[src/rtl/iob_plic_unit.sv]
// Platform-level interrupt controller: per-source level/edge gateways, priority arbitration and claim/complete per target.
// Latency: src to irq is 4 cycles (2 sync flops, pending set, registered irq); a bus read returns data 1 cycle after acceptance.
// Backpressure: none; every request is accepted in the cycle it is presented (iob_ready_o tied high).
module iob_plic_unit #(
    parameter int ADDR_W            = 16,
    parameter int DATA_W            = 32,
    parameter int N_SOURCES         = 8,
    parameter int N_TARGETS         = 2,
    parameter int PRIORITIES        = 8,
    parameter int MAX_PENDING_COUNT = 8,
    parameter int HAS_THRESHOLD     = 1,
    parameter int HAS_CONFIG_REG    = 1
) (
    input  logic                  clk_i,
    input  logic                  cke_i,
    input  logic                  arst_i,
    input  logic                  iob_avalid_i,
    input  logic [ADDR_W-1:0]     iob_addr_i,
    input  logic [DATA_W-1:0]     iob_wdata_i,
    input  logic [DATA_W/8-1:0]   iob_wstrb_i,
    output logic                  iob_rvalid_o,
    output logic [DATA_W-1:0]     iob_rdata_o,
    output logic                  iob_ready_o,
    input  logic [N_SOURCES-1:0]  src,
    output logic [N_TARGETS-1:0]  irq
);
    localparam int PW  = $clog2(PRIORITIES);
    localparam int CW  = $clog2(MAX_PENDING_COUNT + 1);
    localparam int IDW = $clog2(N_SOURCES + 1);
    localparam int AW  = ADDR_W - 2;
    localparam logic [DATA_W-1:0] CFG_VAL = (HAS_CONFIG_REG != 0) ?
        DATA_W'({7'd0, (HAS_THRESHOLD != 0), 8'(PRIORITIES - 1), 8'(N_TARGETS), 8'(N_SOURCES)}) : '0;

    logic [N_SOURCES-1:0]                 src_s1_q, src_s1_d, src_s2_q, src_s2_d, src_s3_q, src_s3_d;
    logic [N_SOURCES-1:0]                 el_q, el_d, ip_q, ip_d, is_q, is_d;
    logic [N_TARGETS-1:0][N_SOURCES-1:0]  ie_q, ie_d;
    logic [N_SOURCES-1:0][PW-1:0]         prio_q, prio_d;
    logic [N_TARGETS-1:0][PW-1:0]         thresh_q, thresh_d;
    logic [N_SOURCES-1:0][CW-1:0]         cnt_q, cnt_d;
    logic [N_TARGETS-1:0]                 irq_q, irq_d;
    logic                                 rvalid_q, rvalid_d;
    logic [DATA_W-1:0]                    rdata_q, rdata_d;

    logic                                 rd_acc, wr_acc;
    logic [AW-1:0]                        waddr;
    logic [DATA_W-1:0]                    wmask, wdat_m, rd_val;
    logic [N_SOURCES-1:0]                 edge_inc, edge_dec;
    logic [N_TARGETS-1:0][IDW-1:0]        win_id;
    logic [N_TARGETS-1:0]                 cand_any;
    logic [PW-1:0]                        best_prio;
    logic [1:0]                           unused_addr_lsb;

    assign rd_acc          = iob_avalid_i & ~(|iob_wstrb_i);
    assign wr_acc          = iob_avalid_i & (|iob_wstrb_i);
    assign waddr           = iob_addr_i[ADDR_W-1:2];
    assign unused_addr_lsb = iob_addr_i[1:0];
    assign wdat_m          = iob_wdata_i & wmask;
    assign iob_ready_o     = 1'b1;
    assign iob_rvalid_o    = rvalid_q;
    assign iob_rdata_o     = rdata_q;
    assign irq             = irq_q;

    // Expand byte strobes into a bit mask and derive per-source edge-counter events
    always_comb begin
        wmask = '0;
        for (int b = 0; b < DATA_W / 8; b++) begin
            wmask[8*b +: 8] = {8{iob_wstrb_i[b]}};
        end
        for (int i = 0; i < N_SOURCES; i++) begin
            edge_inc[i] = el_q[i] & src_s2_q[i] & ~src_s3_q[i];
            edge_dec[i] = el_q[i] & (cnt_q[i] != '0) & ~ip_q[i] & ~is_q[i];
        end
    end

    // Per-target winner: strict > while scanning upward keeps the lowest ID on priority ties
    always_comb begin
        win_id    = '0;
        cand_any  = '0;
        best_prio = '0;
        for (int t = 0; t < N_TARGETS; t++) begin
            best_prio = '0;
            for (int i = 0; i < N_SOURCES; i++) begin
                if (ip_q[i] && ie_q[t][i] && (prio_q[i] > thresh_q[t]) && (prio_q[i] > best_prio)) begin
                    best_prio   = prio_q[i];
                    win_id[t]   = IDW'(i + 1);
                    cand_any[t] = 1'b1;
                end
            end
        end
    end

    // Read data mux; unmapped word addresses fall through to zero
    always_comb begin
        rd_val = '0;
        if (waddr == AW'(0)) rd_val = CFG_VAL;
        if (waddr == AW'(1)) rd_val = DATA_W'(el_q);
        if (waddr == AW'(2)) rd_val = DATA_W'(ip_q);
        for (int t = 0; t < N_TARGETS; t++) begin
            if (waddr == AW'(16 + t))  rd_val = DATA_W'(ie_q[t]);
            if (waddr == AW'(128 + t)) rd_val = DATA_W'(thresh_q[t]);
            if (waddr == AW'(192 + t)) rd_val = DATA_W'(win_id[t]);
        end
        for (int i = 0; i < N_SOURCES; i++) begin
            if (waddr == AW'(64 + i)) rd_val = DATA_W'(prio_q[i]);
        end
    end

    // Next state: gateways first, then register writes, then claim/complete override the gateway result
    always_comb begin
        src_s1_d = src;
        src_s2_d = src_s1_q;
        src_s3_d = src_s2_q;
        el_d     = el_q;
        ie_d     = ie_q;
        prio_d   = prio_q;
        thresh_d = thresh_q;
        ip_d     = ip_q;
        is_d     = is_q;
        cnt_d    = cnt_q;
        for (int i = 0; i < N_SOURCES; i++) begin
            if (el_q[i]) begin
                if (edge_dec[i]) ip_d[i] = 1'b1;
                if (edge_inc[i] && !edge_dec[i] && (cnt_q[i] != CW'(MAX_PENDING_COUNT)))
                    cnt_d[i] = cnt_q[i] + 1'b1;
                else if (edge_dec[i] && !edge_inc[i])
                    cnt_d[i] = cnt_q[i] - 1'b1;
            end else if (src_s2_q[i] && !ip_q[i] && !is_q[i]) begin
                ip_d[i] = 1'b1;
            end
        end
        if (wr_acc) begin
            if (waddr == AW'(1))
                el_d = N_SOURCES'((DATA_W'(el_q) & ~wmask) | wdat_m);
            for (int t = 0; t < N_TARGETS; t++) begin
                if (waddr == AW'(16 + t))
                    ie_d[t] = N_SOURCES'((DATA_W'(ie_q[t]) & ~wmask) | wdat_m);
                if ((HAS_THRESHOLD != 0) && (waddr == AW'(128 + t)))
                    thresh_d[t] = PW'((DATA_W'(thresh_q[t]) & ~wmask) | wdat_m);
                if (waddr == AW'(192 + t)) begin
                    for (int i = 0; i < N_SOURCES; i++) begin
                        if (wdat_m == DATA_W'(i + 1)) is_d[i] = 1'b0;
                    end
                end
            end
            for (int i = 0; i < N_SOURCES; i++) begin
                if (waddr == AW'(64 + i))
                    prio_d[i] = PW'((DATA_W'(prio_q[i]) & ~wmask) | wdat_m);
            end
        end
        if (rd_acc) begin
            for (int t = 0; t < N_TARGETS; t++) begin
                if ((waddr == AW'(192 + t)) && cand_any[t]) begin
                    for (int i = 0; i < N_SOURCES; i++) begin
                        if (win_id[t] == IDW'(i + 1)) begin
                            ip_d[i] = 1'b0;
                            is_d[i] = 1'b1;
                        end
                    end
                end
            end
        end
    end

    // Registered outputs: irq follows candidate presence, read data held when no read completes
    always_comb begin
        irq_d    = cand_any;
        rvalid_d = rd_acc;
        rdata_d  = rd_acc ? rd_val : rdata_q;
    end

    // State registers; cke_i low freezes everything
    always_ff @(posedge clk_i or posedge arst_i) begin
        if (arst_i) begin
            src_s1_q <= '0;  src_s2_q <= '0;  src_s3_q <= '0;
            el_q     <= '0;  ip_q     <= '0;  is_q     <= '0;
            ie_q     <= '0;  prio_q   <= '0;  thresh_q <= '0;
            cnt_q    <= '0;  irq_q    <= '0;
            rvalid_q <= 1'b0; rdata_q <= '0;
        end else if (cke_i) begin
            src_s1_q <= src_s1_d; src_s2_q <= src_s2_d; src_s3_q <= src_s3_d;
            el_q     <= el_d;     ip_q     <= ip_d;     is_q     <= is_d;
            ie_q     <= ie_d;     prio_q   <= prio_d;   thresh_q <= thresh_d;
            cnt_q    <= cnt_d;    irq_q    <= irq_d;
            rvalid_q <= rvalid_d; rdata_q  <= rdata_d;
        end
    end
endmodule

[config.mk]
export PLATFORM = sky130hd
export DESIGN_NAME = iob_plic_unit
export DESIGN_NICKNAME = d
export VERILOG_FILES = /design/src/rtl/iob_plic_unit.sv
export SDC_FILE = /design/constraint.sdc
export NUM_CORES = 1
export LEC_CHECK = 0
export ABC_AREA = 0
export CAP_MARGIN = 20
export CORE_MARGIN = 2
export CORE_UTILIZATION = 50
export CTS_BUF_LIST = sky130_fd_sc_hd__clkbuf_4
export DETAILED_ROUTE_END_ITERATION = 7
export MAX_ROUTING_LAYER = met4
export PLACE_DENSITY_LB_ADDON = 0.3
export SLEW_MARGIN = 20
export SYNTH_ARGS = -nofsm -noshare
export SYNTH_HDL_FRONTEND = slang
export SYNTH_SLANG_ARGS = --single-unit
[constraint.sdc]
create_clock -name clk_i -period 15.3 [get_ports clk_i]
set_input_delay 3.825 -clock clk_i [delete_from_list [all_inputs] [get_ports clk_i]]
set_output_delay 3.825 -clock clk_i [all_outputs]
set_load 0.02 [all_outputs]
==> flow_metrics.env <==
export IMPL_cp_required_ns=15.75
export IMPL_hold_viol_final=0
export IMPL_use_met2_pct=42.8
export IMPL_drive_gt1_share_pct=12.8
export IMPL_power_density_mw_per_mm2=60.8
export IMPL_cts_made_buffers=17
export IMPL_clock_skew_ns=0.0256
export IMPL_cts_resized=0
export IMPL_cts_tree="yes"
export IMPL_clock_latency_ns=0.57
export IMPL_critical_path_endpoint_type="flip-flop"
export IMPL_clk_path_buf_depth=2
export IMPL_num_vias=9124
export IMPL_arrival_ns=14.06
export IMPL_path_class="flip-flop to flip-flop"
export IMPL_grtUsageMet3_pct=4.36
export IMPL_hp_class="flip-flop to flip-flop"
export IMPL_drt_iter0_markers=794
export IMPL_max_freq_ghz=0.0735
export IMPL_root_buffer="clkbuf_4"
export IMPL_grt_setup_unrepaired="false"
export IMPL_rows=52
export IMPL_hold_end="cnt_q[15]$_DFFE_PP0P_"
export IMPL_core_area_sq_mm=0.0203
export IMPL_wl_per_cell_um=20.2
export IMPL_fin_nets=1365
export IMPL_ys_flop_type="dfrtp_1"
export IMPL_cts_setup_buffers=0
export IMPL_grt_pass1_vias=8761
export IMPL_cts_sinks=138
export IMPL_htree_num_levels=4
export IMPL_grt_pass1_wl_um=47200
export IMPL_async_reset_ff_share_pct=100
export IMPL_hold_ws_ns=0.483
export IMPL_drv_slew=0
export IMPL_netlist_area_sq_mm=0.0104
export IMPL_io_buffer_count=77
export IMPL_syn2layout_area_growth_pct=12.0
export IMPL_routabilityCongestion=1.00
export IMPL_setup_viol=0
export IMPL_final_core_util_pct=57.4
export IMPL_grt_overflow=0
export IMPL_drv_cap=0
export IMPL_period_share_pct=88.9
export IMPL_p_leak_nw=5.08
export IMPL_status="finished clean"
export IMPL_cts_hold_buf=0
export IMPL_grt_max_degree=74
export IMPL_place_ws_ns=2.06
export IMPL_drtAntennaViolNets=0
export IMPL_hp_start="cnt_q[15]$_DFFE_PP0P_"
export IMPL_drc_errors=0
export IMPL_max_slew_worst_pin_slew_ns=0.974
export IMPL_dr_pass1_iters=7
export IMPL_min_path_cells=1
export IMPL_chipWidth_um=148
export IMPL_yosysMostFrequentCell="dfrtp_1"
export IMPL_reg2regPathDepth=54
export IMPL_top_usage_layer="met2"
export IMPL_yosysTopAreaCellShare_pct=33.2
export IMPL_dpl_cell_count=1446
export IMPL_period_minus_slack_ns=13.61
export IMPL_die_h_um=148
export IMPL_worstSetupStartpointType="flip-flop"
export IMPL_yosys_area_top_type="dfrtp_1"
export IMPL_setup_ws_ns=1.69
export IMPL_fin_setup_tns_ns=0
export IMPL_crit_fanout=9
export IMPL_cp_slowest_cell="a221oi_1"
export IMPL_hpwl_um=22800
export IMPL_synth_seq_area_share_pct=33.2
export IMPL_synth_area_leaders="dfrtp_1 (33%), ha_1 (12%), mux2_2 (8.4%), a21oi_1 (3.4%), nand2_1 (3.4%)"
export IMPL_initial_core_util_pct=51.3
export IMPL_synth_edf_count=0
export IMPL_ir_worst_vdd_mv=0.0374
export IMPL_path_common_cell="ha_1"
export IMPL_dieArea_sq_mm=0.0220
export IMPL_yosysUniqueCellTypes=88
export IMPL_synth_common_cells="dfrtp_1 (138), ha_1 (98), nand2_1 (93), mux2_2 (78), a21oi_1 (70)"
export IMPL_viasPerCell=6.17
export IMPL_cts_reportedPaths_clkPinSlew_ns=0.15
export IMPL_slowest_delay_ns=0.78
export IMPL_syn_area_per_cell_sq_um=9.32
export IMPL_yosysWarningCount=0
export IMPL_grt_use_total_pct=28.4
export IMPL_pin_count=100
export IMPL_ys_seq_elements=138
export IMPL_timing_rr_end="ip_q[1]$_DFFE_PP0P_"
export IMPL_syn_inst=1117
export IMPL_r2r_slack_ns=1.69
export IMPL_antenna_found_initial=1
export IMPL_stdcell_count=1479
export IMPL_maxSlewHeadroom_pct=35.1
export IMPL_wirelength_um=29900
export IMPL_met1_usage_pct=37.7
## cells in the final DEF, fill, tap and decap left out, types with 5 or more instances in the layout
| master | n |
|---|---|
| dfrtp_1 | 138 |
| ha_1 | 98 |
| nand2_1 | 93 |
| mux2_2 | 78 |
| clkdlybuf4s50_1 | 76 |
| a21oi_1 | 70 |
| nor2_1 | 67 |
| inv_1 | 59 |
| o21ai_0 | 58 |
| nand3_1 | 52 |
| nor3_1 | 35 |
| a21o_1 | 29 |
| xnor2_1 | 24 |
| conb_1 | 20 |
| nor3b_1 | 18 |
| nor4_1 | 17 |
| clkbuf_4 | 17 |
| nor2b_1 | 14 |
| a31oi_1 | 14 |
| nand4_1 | 13 |
| and3_1 | 11 |
| buf_4 | 10 |
| o211ai_1 | 9 |
| xor2_1 | 9 |
| mux2i_1 | 9 |
| a22oi_1 | 8 |
| o31ai_1 | 8 |
| fa_1 | 8 |
| nand3b_1 | 7 |
| a2111oi_0 | 7 |
| o21bai_1 | 7 |
| and2_1 | 6 |
| a221oi_1 | 6 |
| or2_2 | 5 |
| or4_1 | 5 |
| a211oi_1 | 5 |
## cell type report
type                            count  area, sq um
Timing Repair Buffer               87          841
Antenna cell                        1         2.50
Multi-Input combinational cell    890         6520
Clock buffer                       17          128
Sequential cell                   138         3450
Clock inverter                     15          149
Fill cell                        1856         8640
Inverter                           61          234
Tap cell                          270          338
## through the flow
stage | total power, mW | cell area, sq um
finish | 0.709 | 11700
global route | 0.735 | 11700
CTS | 0.711 | 11700
detailed placement | 0.467 | 11400
global placement | 0.466 | 11400
floorplan | 0.436 | 10500
## cell families after synthesis
logic type                 after synthesis  synth area share, %
xor gates and xnor gates                33                 2.78
DFF                                    138                 33.2
other                                    2               0.0722
muxes                                   87                 9.31
adders and majority gates              108                 13.5
and+or+nand+nor                        372                 18.6
buffers and inverters                  107                 4.86
AOI/OAI and AO/OA                      270                 17.7
## critical path: cells and delay by family, from the launching register on
| family | cells | cell delay, ns |
|---|---|---|
| adders and majority gates | 8 | 2.28 |
| DFF | 1 | 0.43 |
| AOI/OAI and AO/OA | 12 | 3.11 |
| and+or+nand+nor | 21 | 4.27 |
| muxes | 5 | 1.99 |
| buffers and inverters | 8 | 1.39 |
## per-layer routing
metal  wire length (um)  vias to the layer above
met5                  0                        -
met4               1450                        0
met3               1950                       97
met2              13400                      353
met1              13100                     4392
li1                   -                     4282
## power by group
group / internal, mW / switching, mW / total (mW)
Sequential: 0.376 / 0.00807 / 0.384
Combinational: 0.0347 / 0.0409 / 0.0756
Clock: 0.0964 / 0.153 / 0.249
Total: 0.508 / 0.202 / 0.709
## worst max-delay path by stage
stage	to	slack (ns)	cells past startpoint
6_report	ip_q[1]$_DFFE_PP0P_	1.69	54
5_1_grt	ip_q[1]$_DFFE_PP0P_	0.91	54
4_1_cts	ip_q[2]$_DFFE_PP0P_	2.00	53
3_5_place_dp	ip_q[2]$_DFFE_PP0P_	2.06	53
3_3_place_gp	ip_q[2]$_DFFE_PP0P_	2.32	53
2_1_floorplan	ip_q[4]$_DFFE_PP0P_	4.16	57
No activity file was read; power rests on OpenSTA's default activity.
